===== config.mk =====
export PLATFORM = sky130hd
export DESIGN_NAME = shot_fire_controller
export DESIGN_NICKNAME = d
export VERILOG_FILES = /design/src/rtl/shot_pkg.sv /design/src/rtl/frame_down_counter.sv /design/src/rtl/shot_fire_controller.sv
export SDC_FILE = /design/constraint.sdc
export NUM_CORES = 1
export LEC_CHECK = 0
export CORE_ASPECT_RATIO = 2
export CORE_MARGIN = 2
export CORE_UTILIZATION = 49
export CTS_CLUSTER_SIZE = 20
export DETAILED_ROUTE_END_ITERATION = 12
export MAX_ROUTING_LAYER = met4
export PLACE_DENSITY = 0.76
export SLEW_MARGIN = 10
export SYNTH_ARGS = -nofsm -noshare
export SYNTH_HDL_FRONTEND = slang
export SYNTH_SLANG_ARGS = --single-unit

===== constraint.sdc =====
create_clock -name clk -period 4.05 [get_ports clk]
set_input_delay 1.215 -clock clk [delete_from_list [all_inputs] [get_ports clk]]
set_output_delay 1.215 -clock clk [all_outputs]
set_load 0.03 [all_outputs]

===== src/rtl/shot_pkg.sv =====
// Shared types and constants for the shot path (fire controller and shot mover).
package shot_pkg;

  typedef enum logic [1:0] {
    IDLE     = 2'd0,
    PENDING  = 2'd1,
    FIRE     = 2'd2,
    COOLDOWN = 2'd3
  } shot_state_t;

  localparam logic [2:0] DIR_RIGHT    = 3'b001;
  localparam logic [2:0] DIR_STRAIGHT = 3'b010;
  localparam logic [2:0] DIR_LEFT     = 3'b100;

  // Steering keys to one-hot direction; both or neither means straight.
  function automatic logic [2:0] decode_dir(input logic left, input logic right);
    logic [2:0] dir;
    case ({left, right})
      2'b10:   dir = DIR_LEFT;
      2'b01:   dir = DIR_RIGHT;
      default: dir = DIR_STRAIGHT;
    endcase
    return dir;
  endfunction

endpackage


===== src/rtl/frame_down_counter.sv =====
// Loadable down-counter stepped by frame ticks; saturates at zero.
// zeroNext flags the cycle in which a tick takes the count from 1 to 0.
module frame_down_counter #(
  parameter int WIDTH = 8
) (
  input  logic             clk,
  input  logic             resetN,
  input  logic             load,
  input  logic [WIDTH-1:0] loadValue,
  input  logic             tick,
  input  logic             hold,
  output logic [WIDTH-1:0] count,
  output logic             zeroNext
);

  logic             dec_s;
  logic [WIDTH-1:0] count_r;

  // A decrement happens on an unheld tick while nonzero; a load overrides it.
  always_comb begin
    dec_s    = tick & ~hold & (count_r != '0);
    zeroNext = ~load & dec_s & (count_r == WIDTH'(1));
  end

  // Count register: load wins over decrement.
  always_ff @(posedge clk) begin
    if (!resetN) begin
      count_r <= '0;
    end else if (load) begin
      count_r <= loadValue;
    end else if (dec_s) begin
      count_r <= count_r - WIDTH'(1);
    end
  end

  assign count = count_r;

endmodule


===== src/rtl/shot_fire_controller.sv =====
// Turns fire/steer keys into a one-cycle shot trigger with direction,
// enforcing semi-automatic fire, frame cooldown and a power-up window.
module shot_fire_controller
  import shot_pkg::*;
#(
  parameter int COOLDOWN_FRAMES    = 8,
  parameter int PU_COOLDOWN_FRAMES = 4,
  parameter int PU_DURATION_FRAMES = 300
) (
  input  logic       clk,
  input  logic       resetN,
  input  logic       startOfFrame,
  input  logic       fireKey,
  input  logic       leftKey,
  input  logic       rightKey,
  input  logic       shotEnable,
  input  logic       powerUpPickup,
  input  logic       pause,
  output logic       triggerShot,
  output logic [2:0] shotDirection,
  output logic       poweredUp,
  output logic       cooldownActive,
  output logic [7:0] shotCount
);

  shot_state_t state_r;
  logic        fire_key_d_r;
  logic        buffered_r;
  logic        fire_rise_s;
  logic        cd_load_s;
  logic [7:0]  cd_value_s;
  logic [7:0]  cd_count_s;
  logic        cd_zero_s;
  logic [9:0]  pu_count_s;
  logic        pu_unused_zero_s;

  // Edge detect and cooldown reload value, chosen from the registered power-up flag.
  always_comb begin
    fire_rise_s = fireKey & ~fire_key_d_r;
    cd_load_s   = (state_r == FIRE);
    cd_value_s  = 8'(COOLDOWN_FRAMES);
    if (poweredUp) begin
      cd_value_s = 8'(PU_COOLDOWN_FRAMES);
    end else begin
      cd_value_s = 8'(COOLDOWN_FRAMES);
    end
  end

  frame_down_counter #(.WIDTH(8)) u_cooldown (
    .clk       (clk),
    .resetN    (resetN),
    .load      (cd_load_s),
    .loadValue (cd_value_s),
    .tick      (startOfFrame),
    .hold      (pause),
    .count     (cd_count_s),
    .zeroNext  (cd_zero_s)
  );

  frame_down_counter #(.WIDTH(10)) u_powerup (
    .clk       (clk),
    .resetN    (resetN),
    .load      (powerUpPickup),
    .loadValue (10'(PU_DURATION_FRAMES)),
    .tick      (startOfFrame),
    .hold      (pause),
    .count     (pu_count_s),
    .zeroNext  (pu_unused_zero_s)
  );

  // Fire FSM with registered outputs; power-up flag lags the timer by one cycle.
  always_ff @(posedge clk) begin
    if (!resetN) begin
      state_r        <= IDLE;
      fire_key_d_r   <= 1'b0;
      buffered_r     <= 1'b0;
      triggerShot    <= 1'b0;
      shotDirection  <= DIR_STRAIGHT;
      poweredUp      <= 1'b0;
      cooldownActive <= 1'b0;
      shotCount      <= 8'd0;
    end else begin
      fire_key_d_r <= fireKey;
      poweredUp    <= (pu_count_s != 10'd0);
      triggerShot  <= 1'b0;
      case (state_r)
        IDLE: begin
          if (fire_rise_s) begin
            state_r <= PENDING;
          end
        end
        PENDING: begin
          if (!fireKey) begin
            state_r <= IDLE;
          end else if (shotEnable && !pause) begin
            state_r       <= FIRE;
            triggerShot   <= 1'b1;
            shotDirection <= decode_dir(leftKey, rightKey);
            shotCount     <= shotCount + 8'd1;
          end
        end
        FIRE: begin
          state_r        <= COOLDOWN;
          cooldownActive <= 1'b1;
        end
        COOLDOWN: begin
          if (cd_zero_s) begin
            state_r        <= (buffered_r && fireKey) ? PENDING : IDLE;
            buffered_r     <= 1'b0;
            cooldownActive <= 1'b0;
          end else if (cd_count_s == 8'd0) begin
            // Counter cannot be zero here in normal operation; recover to IDLE.
            state_r        <= IDLE;
            buffered_r     <= 1'b0;
            cooldownActive <= 1'b0;
          end else if (fire_rise_s) begin
            buffered_r <= 1'b1;
          end
        end
        default: begin
          state_r        <= IDLE;
          buffered_r     <= 1'b0;
          cooldownActive <= 1'b0;
        end
      endcase
    end
  end

endmodule


# [Yosys cells after proc, flatten, opt, wreduce, memory -nomap -nowiden]
# Cells that the tools add are included.
# Widths: inputs -> output; s select.
[classes] muxes=20 add_sub_neg=3 eq_ne=9 n_reduce_logical=17 bitwise_logic=10
[op_table] operator="$mux 9" count=2
[op_table] operator="$mux 8" count=2
[op_table] operator="$mux 2" count=5
[op_table] operator="$reduce_bool 10->1" count=1
[op_table] operator="$sub 10x1->10 const B" count=1
[op_table] operator="$reduce_and 3->1" count=3
[op_table] operator="$add 8x1->8 const B" count=1
[op_table] operator="$eq 8x1->1 const B" count=1
[op_table] operator="$logic_not 8->1" count=1
[op_table] operator="$pmux 2 s4" count=1
[op_table] operator="$reduce_bool 8->1" count=1
[op_table] operator="$sub 8x1->8 const B" count=1
[op_table] operator="$mux 1" count=7
[op_table] operator="$and 1x1->1" count=6
[op_table] operator="$eq 2x2->1 const B" count=3
[op_table] operator="$ne 3x3->1 const B" count=2
[op_table] operator="$pmux 3 s2" count=1
[op_table] operator="$reduce_bool 2->1" count=3
[op_table] operator="$eq 2x1->1 const B" count=2
[op_table] operator="$mux 4" count=1
[op_table] operator="$not 1->1" count=4
[op_table] operator="$reduce_and 2->1" count=2
[op_table] operator="$reduce_bool 3->1" count=1
[op_table] operator="$logic_and 1x1->1" count=2
[op_table] operator="other kinds (5)" count=5
[word_totals] out_inout_bits=14 wordCells=70 ff_bits=36

# [Logic depth before layout (Yosys ltp)]
# Gate-level depths: netlist of run 1.
[depth] ltp_word=7 depth_mapped=6 mapped_depth_nobuf=6

# [By module]
# From an unflattened synthesis of run 1, not the netlist that was laid out.
[unflattened] cells_unflattened=241 area_unflattened_um2=2005.7
[modules_own_cells] module="shot_fire_controller" area_each_um2=822.0 n_inst=1 cells_per_inst=96
[modules_own_cells] module="frame_down_counter (u_powerup)" area_each_um2=630.6 n_inst=1 cells_per_inst=78
[modules_own_cells] module="frame_down_counter (u_cooldown)" area_each_um2=553.0 n_inst=1 cells_per_inst=67

# [Worst setup path after synthesis of run 1]
# Ideal clock, no wire load.
[synth_path] path_type="input to register" startpoint="input port pause" endpoint="register u_powerup.count_r[9] (netlist: u_powerup.count[9])" arrival_ns=2.495 t_required_ns=3.980 stages=4 slack_ns=1.485 setup_time_ns=0.070 path_buffers=0 path_cell_list="or4b_4 -> a2111oi_4 -> or3b_1 -> a21oi_1"
[synth_via] elab_chain_len=3
[synth_rtl] element="from (decl)" line="shot_fire_controller.sv:18" rtl="input logic pause,"
[synth_rtl] element="$not 1->1" line="frame_down_counter.sv:21" rtl="dec_s = tick & ~hold & (count_r != '0);"
[synth_rtl] element="$and 1x1->1 (2 in a row)" line="frame_down_counter.sv:21"
[synth_rtl] element="to (signal assigned)" line="frame_down_counter.sv:30" rtl="count_r <= loadValue;"
[synth_rtl] element="to (signal assigned)" line="frame_down_counter.sv:32" rtl="count_r <= count_r - WIDTH'(1);"
[synth_rtl] element="to (decl)" line="frame_down_counter.sv:17" rtl="logic [WIDTH-1:0] count_r;"
# Every way passes these cells.
# A chain may end at the register's enable or synchronous reset.

# [Worst setup path in the final report of run 1]
# Same ends and word-level chain as after synthesis.

==> results of run 1 <==
==> state kept, by name, indices dropped and copies added (netlist names), named ones only <==
signal	flops
u_cooldown.count	8
buffered_r	1
state_r	1
cooldownActive	1
shotDirection	3
triggerShot	1
u_powerup.count	10
shotCount	8
poweredUp	1
fire_key_d_r	1
==> synth_stat cells, drive strengths merged (4+ instances only) <==
library cell	instances
a21oi	9
or2	5
o21a	4
nand3	9
a31oi	4
o21ai	9
o31a	4
nor2	14
inv	8
dfxtp	36
ha	7
xnor2	11
nor2b	5
clkbuf	6
or3	5
nor4	5
and3	5
a21boi	5
and2	8
nand2	11
==> how the worst max path moves through the flow <==
stage / startpoint / endpoint / slack (ns) / cells after the start
after floorplan: pause / u_powerup.count[9] / 1.49 / 4
after global placement: pause / u_powerup.count[9] / 0.87 / 5
after detailed placement: pause / u_powerup.count[9] / 0.83 / 5
after CTS: pause / u_powerup.count[9] / 1.10 / 5
after global routing: pause / u_powerup.count[9] / 1.01 / 5
final: pause / u_powerup.count[9] / 1.10 / 5
==> per-stage QoR <==
step	util	setup slack (ns)	total power [W]	std cells
floorplan	-	1.49	0.000762	203
global placement	0.584	0.873	0.000849	269
detailed placement	0.584	0.828	0.000859	269
CTS	0.611	1.10	0.00114	276
global route	0.611	1.01	0.00121	276
finish	0.611	1.10	0.00113	276
==> metal layers <==
layer	track usage	wire [um]
met1	0.202	1460
met2	0.374	2240
met3	0.0502	105
met4	0.132	141
met5	-	0
==> layout make-up <==
class	count	area, um2
Inverter	8	30.0
Fill cell	328	1390
Multi-Input combinational cell	152	1040
Timing Repair Buffer	24	235
Clock buffer	7	96.3
Tap cell	49	61.3
Sequential cell	36	721
==> power by group through the flow <==
stage | clock (W) | combinational (W) | sequential (W)
floorplan | 0 | 0.000316 | 0.000446
global placement | 0 | 0.000391 | 0.000458
detailed placement | 0 | 0.000399 | 0.000460
CTS | 0.000281 | 0.000403 | 0.000451
global route | 0.000295 | 0.000450 | 0.000461
finish | 0.000273 | 0.000401 | 0.000452
==> critical path: stages <==
cell and delay (ns):
clkdlybuf4s50_1 0.51, or4b_4 0.56, a2111oi_4 0.33, or3b_1 0.38, a21oi_1 0.16
==> cell families after synthesis <==
kind of cell | count (synthesis)
compound gates | 47
flops | 36
xor+xnor | 11
fa+ha+maj | 7
mux | 1
buf+inv | 15
simple gates | 86
==> layout by cell type (no fill, tap or decap), types with 2 or more instances in the layout <==
cell             Yosys  final
or3b_1               2      2
clkdlybuf4s50_1      0     22
nor3_1               3      3
nand3_1              9      9
o31a_1               4      4
clkbuf_8             0      7
dfxtp_1             36     36
o21ai_0              9      9
nor4_1               4      4
a211oi_1             3      3
nand2b_1             3      3
nand4_1              2      2
o31ai_1              3      3
or2_2                3      3
nand2_1             11     11
a21oi_1              9      9
a31oi_1              4      4
inv_1                8      8
o21a_1               4      4
nor2_1              14     14
xnor2_1             11     11
and3_1               5      5
buf_4                1      2
or4b_4               2      2
nor2b_1              5      5
a21boi_0             5      5
or2_1                2      2
and2_1               8      8
ha_1                 7      7
or3_1                5      5
a211o_1              2      2
==> results.yml, run 1 <==
place:
  hpwl_um: 3000
  placed_cell_area_um2: 2080
  port_buffers: 22
  gp_congestion: 0.858
route:
  wl_um: 3940
  wire_per_inst_um: 14.3
  drt_pre_antenna_iters: 4
  via_per_inst: 5.62
  drtIter0Drc: 19
  drcViolationCount: 0
  num_vias: 1550
  final_antenna_net_count: 0
min_path:
  hold_end: "shotDirection[2]"
  hp-start: "shotDirection[2]"
  hp-class: "flip-flop to flip-flop"
  min_path_cells: 2
yosys:
  synthCells: 203
  synth-simple-area-share: 0.276
  synth-edff-count: 0
  synth-xor-area-share: 0.0530
  syn_avg_cell_area_um2: 8.95
  synth_area_leader_cell: "dfxtp_1"
  synth_top_area_frac: 0.397
  synth_flop_cell: "dfxtp_1"
  ys_top_cells_by_area: "dfxtp_1 40%, xnor2_1 5.3%, ha_1 4.8%"
  synth-compound-area-share: 0.187
  synthMuxAreaShare: 0.00551
  synth.distinct_cells: 43
  yosys_warnings: 0
  ys_ff_latch: 36
  synth_top_family_by_area: "simple AND/OR/NAND/NOR gates"
  synthesis.area_um2: 1820
  yosysSeqAreaShare: 0.397
  synth_fa_ha_area_frac: 0.0482
  synth_nets: 219
  synthArstFlopShare: 0
timing:
  rsz0062_at_grt: "no"
  finalMaxSlewViolations: 0
  fin_worst_skew_ns: 0.00582
  post-route-period-util: 0.729
  tightest_slew_ns: 0.760
  hold_viol: 0
  fin_tns_setup_ns: 0
  fmax_mhz: 339
  slew_headroom: 0.489
  hold-worst-slack_ns: 0.468
  finalSetupViolations: 0
  fin_crit_ns: 2.95
worst_setup_path:
  rr_worst_depth: 6
  cp_max_fo: 7
  critical_path.endpoint_type: "flip-flop"
  cp-start-kind: "input port"
  reg2reg_from: "u_powerup.count[0]"
  rrSetupSlack_ns: 2.04
  required_ns: 4.26
  r2r_end: "u_powerup.count[2]"
  crit_type: "input port to flip-flop"
  cp.arrival_ns: 3.16
clock_tree:
  cts_tree: "built"
  cts-resized-gates: 0
  cts.path.max_buffers: 2
  cts-buffers-inserted: 5
  htree_num_levels: 2
  cts-hold-fix-buffers: 0
  path_clk_slew_ns: 0.07
  post_cts_buffers: 0
  root_buffer: "clkbuf_8"
  clkLatencyLatePin_ns: 0.29
  cts.sinks: 36
power:
  pwr-share-clk: 0.243
  switching_power_w: 0.000403
  pwr_density_cell_nw_per_um2: 516
  power_frac_seq: 0.401
  internal-power_w: 0.000723
  netSwitchingFraction: 0.358
  ir_drop_uv: 402
  p_leak_nw: 0.805
  pwr-share-comb: 0.356
global_routing:
  track_usage: 0.219
  grt_pass1_wl_um: 6600
  antenna_found_initial: 0
  overflow: 0
  grt_pass1_vias: 1547
  grt_max_degree: 20
layout:
  drive_gt1_frac: 0.0749
  stdcell_area_um2: 2180
  num-nets-final: 243
  area_growth_pct: 20.0
  n_antenna_cell: 0
flow_run:
  maxCapViolations: 0
die:
  die_w_um: 47.1
  rows: 31
  start_util: 0.509
  fp.dieArea_um2: 4240
  ios: 23
  core_um2: 3570
  die_h_um: 90.1
outcome:
  status: "finished clean"
Note: power is estimated with default switching activity, not from simulation.
==> run 2: changes to the inputs <==
- clock period: 4.05 -> 2.92 ns (I/O delays scaled with it)
==> run 2 against run 1 <==
  * Wire length shrank 4.7%
  * Sequential share of layout area shrank 0.56 points
  * Via count grew 1.9%
  * Clock power grew 62%
  * Die area unchanged
  * Worst hold slack got worse by 0.0045 ns
  * Critical endpoint unchanged
==> results.yml, run 2 (synthesis results as in run 1) <==
timing:
  fin_tns_setup_ns: 0
  fmax_mhz: 394
  slew_headroom: 0.497
  tightest_slew_ns: 0.748
  fin_crit_ns: 2.54
  fin_worst_skew_ns: 0.00636
  finalSetupViolations: 0
  post-route-period-util: 0.870
  rsz0062_at_grt: "no"
  finalMaxSlewViolations: 0
  hold_viol: 0
worst_setup_path:
  crit_type: "input port to flip-flop"
  critical_path.endpoint_type: "flip-flop"
  reg2reg_from: "u_powerup.count[0]"
  required_ns: 3.14
  critPathSlowestCell: "or4b_4"
  cp_max_fo: 7
  r2r_end: "u_powerup.count[5]"
  path_cells: "clkdlybuf4s50_1 > or4b_4 > a2111oi_4 > or3b_1 > a21oi_1"
  rr_worst_depth: 6
  cp.arrival_ns: 2.76
  cp-start-kind: "input port"
  rrSetupSlack_ns: 0.89
  cpPeakStageDelay_ns: 0.55
clock_tree:
  htree_num_levels: 2
  post_cts_buffers: 0
  cts.path.max_buffers: 2
  cts-hold-fix-buffers: 0
  cts.sinks: 36
  path_clk_slew_ns: 0.08
  clkLatencyLatePin_ns: 0.29
  cts-resized-gates: 0
  cts_tree: "built"
  cts-buffers-inserted: 5
  root_buffer: "clkbuf_8"
power:
  ir_drop_uv: 647
  p_leak_nw: 0.822
  pwr_density_cell_nw_per_um2: 728
place:
  gp_congestion: 0.883
  place_inst: 272
  hpwl_um: 2780
  port_buffers: 22
die:
  die_w_um: 47.1
  rows: 31
  core_um2: 3570
  ios: 23
  fp.dieArea_um2: 4240
  start_util: 0.509
  die_h_um: 90.1
layout:
  n_antenna_cell: 0
  num-nets-final: 246
  stdcell_count: 280
  layout_common_cells: "36 x dfxtp_1, 22 x clkdlybuf4s50_1, 14 x nor2_1"
  largest_reg_flops: 10
  fill_cells: 335
  multiInputGateArea_um2: 1040
  drive_gt1_frac: 0.0909
  area_growth_pct: 22.0
  final_common_cell: "dfxtp_1"
  regArea_um2: 721
route:
  wire_per_inst_um: 13.4
  drt_pre_antenna_iters: 4
  num_vias: 1579
  wl_um: 3760
  drtIter0Drc: 31
  final_antenna_net_count: 0
  via_per_inst: 5.64
  drcViolationCount: 0
global_routing:
  grt_pass1_wl_um: 6440
  antenna_found_initial: 0
  track_usage: 0.208
  overflow: 0
  grt_max_degree: 16
  grt_pass1_vias: 1481
min_path:
  hp-class: "flip-flop to flip-flop"
  hp-start: "shotDirection[0]"
  min_path_cells: 2
  hold_end: "shotDirection[0]"
outcome:
  status: "finished clean"
flow_run:
  maxCapViolations: 0
-- run 2: changes by cell type in the layout (fill, tap and decap cells not counted) --
cell        before  now
buf_4            2    5
bufinv_16        0    1
clkbuf_8         7    5
clkinv_2         0    1
clkinvlp_4       0    1
-- run 2: stage by stage --
| step | setup WS [ns] | instance area (um2) | util | hold slack, ns | total power [W] |
|---|---|---|---|---|---|
| floorplan | 0.694 | 1820 | - | 0.456 | 0.00106 |
| global placement | 0.106 | 2110 | 0.590 | 0.453 | 0.00117 |
| detailed placement | 0.0622 | 2110 | 0.590 | 0.457 | 0.00118 |
| CTS | 0.381 | 2220 | 0.621 | 0.468 | 0.00162 |
| global route | 0.249 | 2220 | 0.621 | 0.481 | 0.00173 |
| finish | 0.380 | 2220 | 0.621 | 0.464 | 0.00161 |
-- run 2: where the power goes --
part / internal [W] / leakage (nW) / switching (W)
Combinational: 0.000239 / 0.475 / 0.000311
Sequential: 0.000555 / 0.293 / 0.0000677
Clock: 0.000253 / 0.0541 / 0.000190
-- run 2: critical path, delay by kind of cell --
kind / cells / cell delay (ns)
buf+inv: 1 / 0.50
simple gates: 2 / 0.93
compound gates: 2 / 0.46
-- run 2: worst max path at each step --
stage,start,end,slack [ns],depth (start not counted)
final,pause,u_powerup.count[9],0.38,5
after global routing,pause,u_powerup.count[9],0.25,5
after global placement,pause,u_powerup.count[9],0.11,5
after floorplan,pause,u_powerup.count[9],0.69,4
after CTS,pause,u_powerup.count[9],0.38,5
after detailed placement,pause,u_powerup.count[9],0.06,5
-- run 2: cell type report --
cell class / count / share of cell area
Inverter: 8 / 0.0135
Timing Repair Buffer: 27 / 0.116
Clock inverter: 3 / 0.0192
Tap cell: 49 / 0.0277
Multi-Input combinational cell: 152 / 0.467
Sequential cell: 36 / 0.325
Clock buffer: 5 / 0.0310
-- run 2: layer usage --
layer	track usage	vias up	part of all wire
met5	-	-	0
met4	0.0764	0	0.019
met3	0.0482	7	0.044
met2	0.347	44	0.53
met1	0.226	742	0.41
li1	-	786	-
==> run 3: changes to the inputs <==
- ABC_CLOCK_PERIOD_IN_PS: unset -> 2920
- CORE_MARGIN: 2 -> 10
==> run 3 against run 2 <==
  * Core utilization shrank 2.0 points
  * Wire length rose by 2.7%
  * Sequential share of layout area grew 0.73 points
  * Die area up 58%
==> results.yml, run 3 (synthesis results as in run 1) <==
clock_tree:
  cts.sinks: 36
  cts.path.max_buffers: 2
  cts-resized-gates: 0
  root_buffer: "clkbuf_8"
  clkLatencyLatePin_ns: 0.30
  htree_num_levels: 2
  path_clk_slew_ns: 0.07
  cts_tree: "built"
  cts-hold-fix-buffers: 0
  post_cts_buffers: 0
  cts-buffers-inserted: 5
die:
  ios: 23
  start_util: 0.504
  fp.dieArea_um2: 6690
  die_h_um: 106
  rows: 31
  die_w_um: 63.1
  core_um2: 3610
worst_setup_path:
  cp.arrival_ns: 2.80
  required_ns: 3.15
  cp_max_fo: 7
  path_buf_inv: 1
  critPathTopFamily: "simple AND/OR/NAND/NOR gates"
  rrSetupSlack_ns: 0.97
  crit_type: "input port to flip-flop"
  critical_path.endpoint_type: "flip-flop"
  cp-start-kind: "input port"
  critPathSlowestCell: "or4b_4"
  cpPeakStageDelay_ns: 0.56
  path_cells: "clkdlybuf4s50_1 > or4b_4 > a2111oi_4 > or3b_1 > a21oi_1"
global_routing:
  met2_usage: 0.215
  antenna_found_initial: 0
  top_usage_layer: "met2"
  grt_pass1_vias: 1530
  grt_pass1_wl_um: 6910
  overflow: 0
  grt_max_degree: 20
  use_met3: 0.0358
  track_usage: 0.128
  use_met1: 0.126
power:
  ir_drop_uv: 484
  internal-power_w: 0.000956
  netSwitchingFraction: 0.364
  power_frac_seq: 0.415
  switching_power_w: 0.000548
  pwr-share-clk: 0.223
  pwr_density_cell_nw_per_um2: 693
  p_leak_nw: 0.800
  pwr-share-comb: 0.362
timing:
  tightest_slew_ns: 0.738
  hold_viol: 0
  fin_worst_skew_ns: 0.00882
  finalMaxSlewViolations: 0
  fin_crit_ns: 2.57
  finalSetupViolations: 0
  fin_tns_setup_ns: 0
  rsz0062_at_grt: "no"
  slew_headroom: 0.504
  post-route-period-util: 0.880
  fmax_mhz: 389
place:
  place_inst: 270
  gp_congestion: 0.842
  port_buffers: 22
  hpwl_um: 2910
layout:
  largest_reg_flops: 10
  num-nets-final: 244
  final_common_cell: "dfxtp_1"
  n_antenna_cell: 0
  layout_common_cells: "36 x dfxtp_1, 22 x clkdlybuf4s50_1, 14 x nor2_1"
  stdcell_count: 277
  area_growth_pct: 19.4
  utilization: 0.601
  drive_gt1_frac: 0.0746
  fill_cells: 332
min_path:
  hp-class: "flip-flop to flip-flop"
flow_run:
  maxCapViolations: 0
route:
  wire_per_inst_um: 13.9
  final_antenna_net_count: 0
  drcViolationCount: 0
  wl_um: 3860
  via_per_inst: 5.60
  drtIter0Drc: 47
  drt_pre_antenna_iters: 4
  num_vias: 1550
outcome:
  status: "finished clean"
==> run 3: cell count changes in the layout (fill, tap and decap cells not counted), sizes merged <==
cell / delta
buf: -2
clkinvlp: -1
clkbuf: +1
bufinv: -1
==> run 3: worst paths after layout <==
kind                           start                  to  cells after the start
setup / recovery               pause  u_powerup.count[9]                      5
hold reg to reg     shotDirection[2]    shotDirection[2]                      2
setup reg to reg  u_powerup.count[0]  u_powerup.count[5]                      6
hold / removal      shotDirection[2]    shotDirection[2]                      2
==> run 3: layer usage <==
layer / vias to the layer above / wire length, um
li1: 781 / -
met1: 715 / 1550
met2: 44 / 1970
met3: 10 / 217
met4: 0 / 114
met5: - / 0
==> run 3: through the flow <==
stage                     setup WS [ns]  area [um2]  hold slack, ns  total power (W)
after floorplan                   0.694        1820           0.456          0.00106
after global placement            0.115        2090           0.448          0.00117
after detailed placement         0.0551        2090           0.454          0.00118
after CTS                         0.365        2170           0.466          0.00152
after global routing              0.288        2170           0.485          0.00161
final                             0.349        2170           0.461          0.00150
==> run 3: power by group through the flow <==
stage                     Sequential (W)  Clock [W]  Combinational (W)
after floorplan                 0.000619          0           0.000438
after global placement          0.000632          0           0.000539
after detailed placement        0.000633          0           0.000543
after CTS                       0.000623   0.000347           0.000548
after global routing            0.000637   0.000364           0.000611
final                           0.000624   0.000335           0.000545
==> run 3: worst min-delay path, delay by kind of cell (launching register included) <==
family           cells  cell delay (ns)
flip-flops           1             0.31
AO/OA/AOI/OAI        1             0.06
AND/OR/NAND/NOR      1             0.04
==> run 3: layout make-up <==
| class | count | area, um2 | share of cell area |
|---|---|---|---|
| Clock inverter | 1 | 5.00 | 0.00231 |
| Timing Repair Buffer | 25 | 243 | 0.112 |
| Sequential cell | 36 | 721 | 0.332 |
| Inverter | 8 | 30.0 | 0.0138 |
| Tap cell | 49 | 61.3 | 0.0283 |
| Clock buffer | 6 | 72.6 | 0.0335 |
| Multi-Input combinational cell | 152 | 1040 | 0.478 |
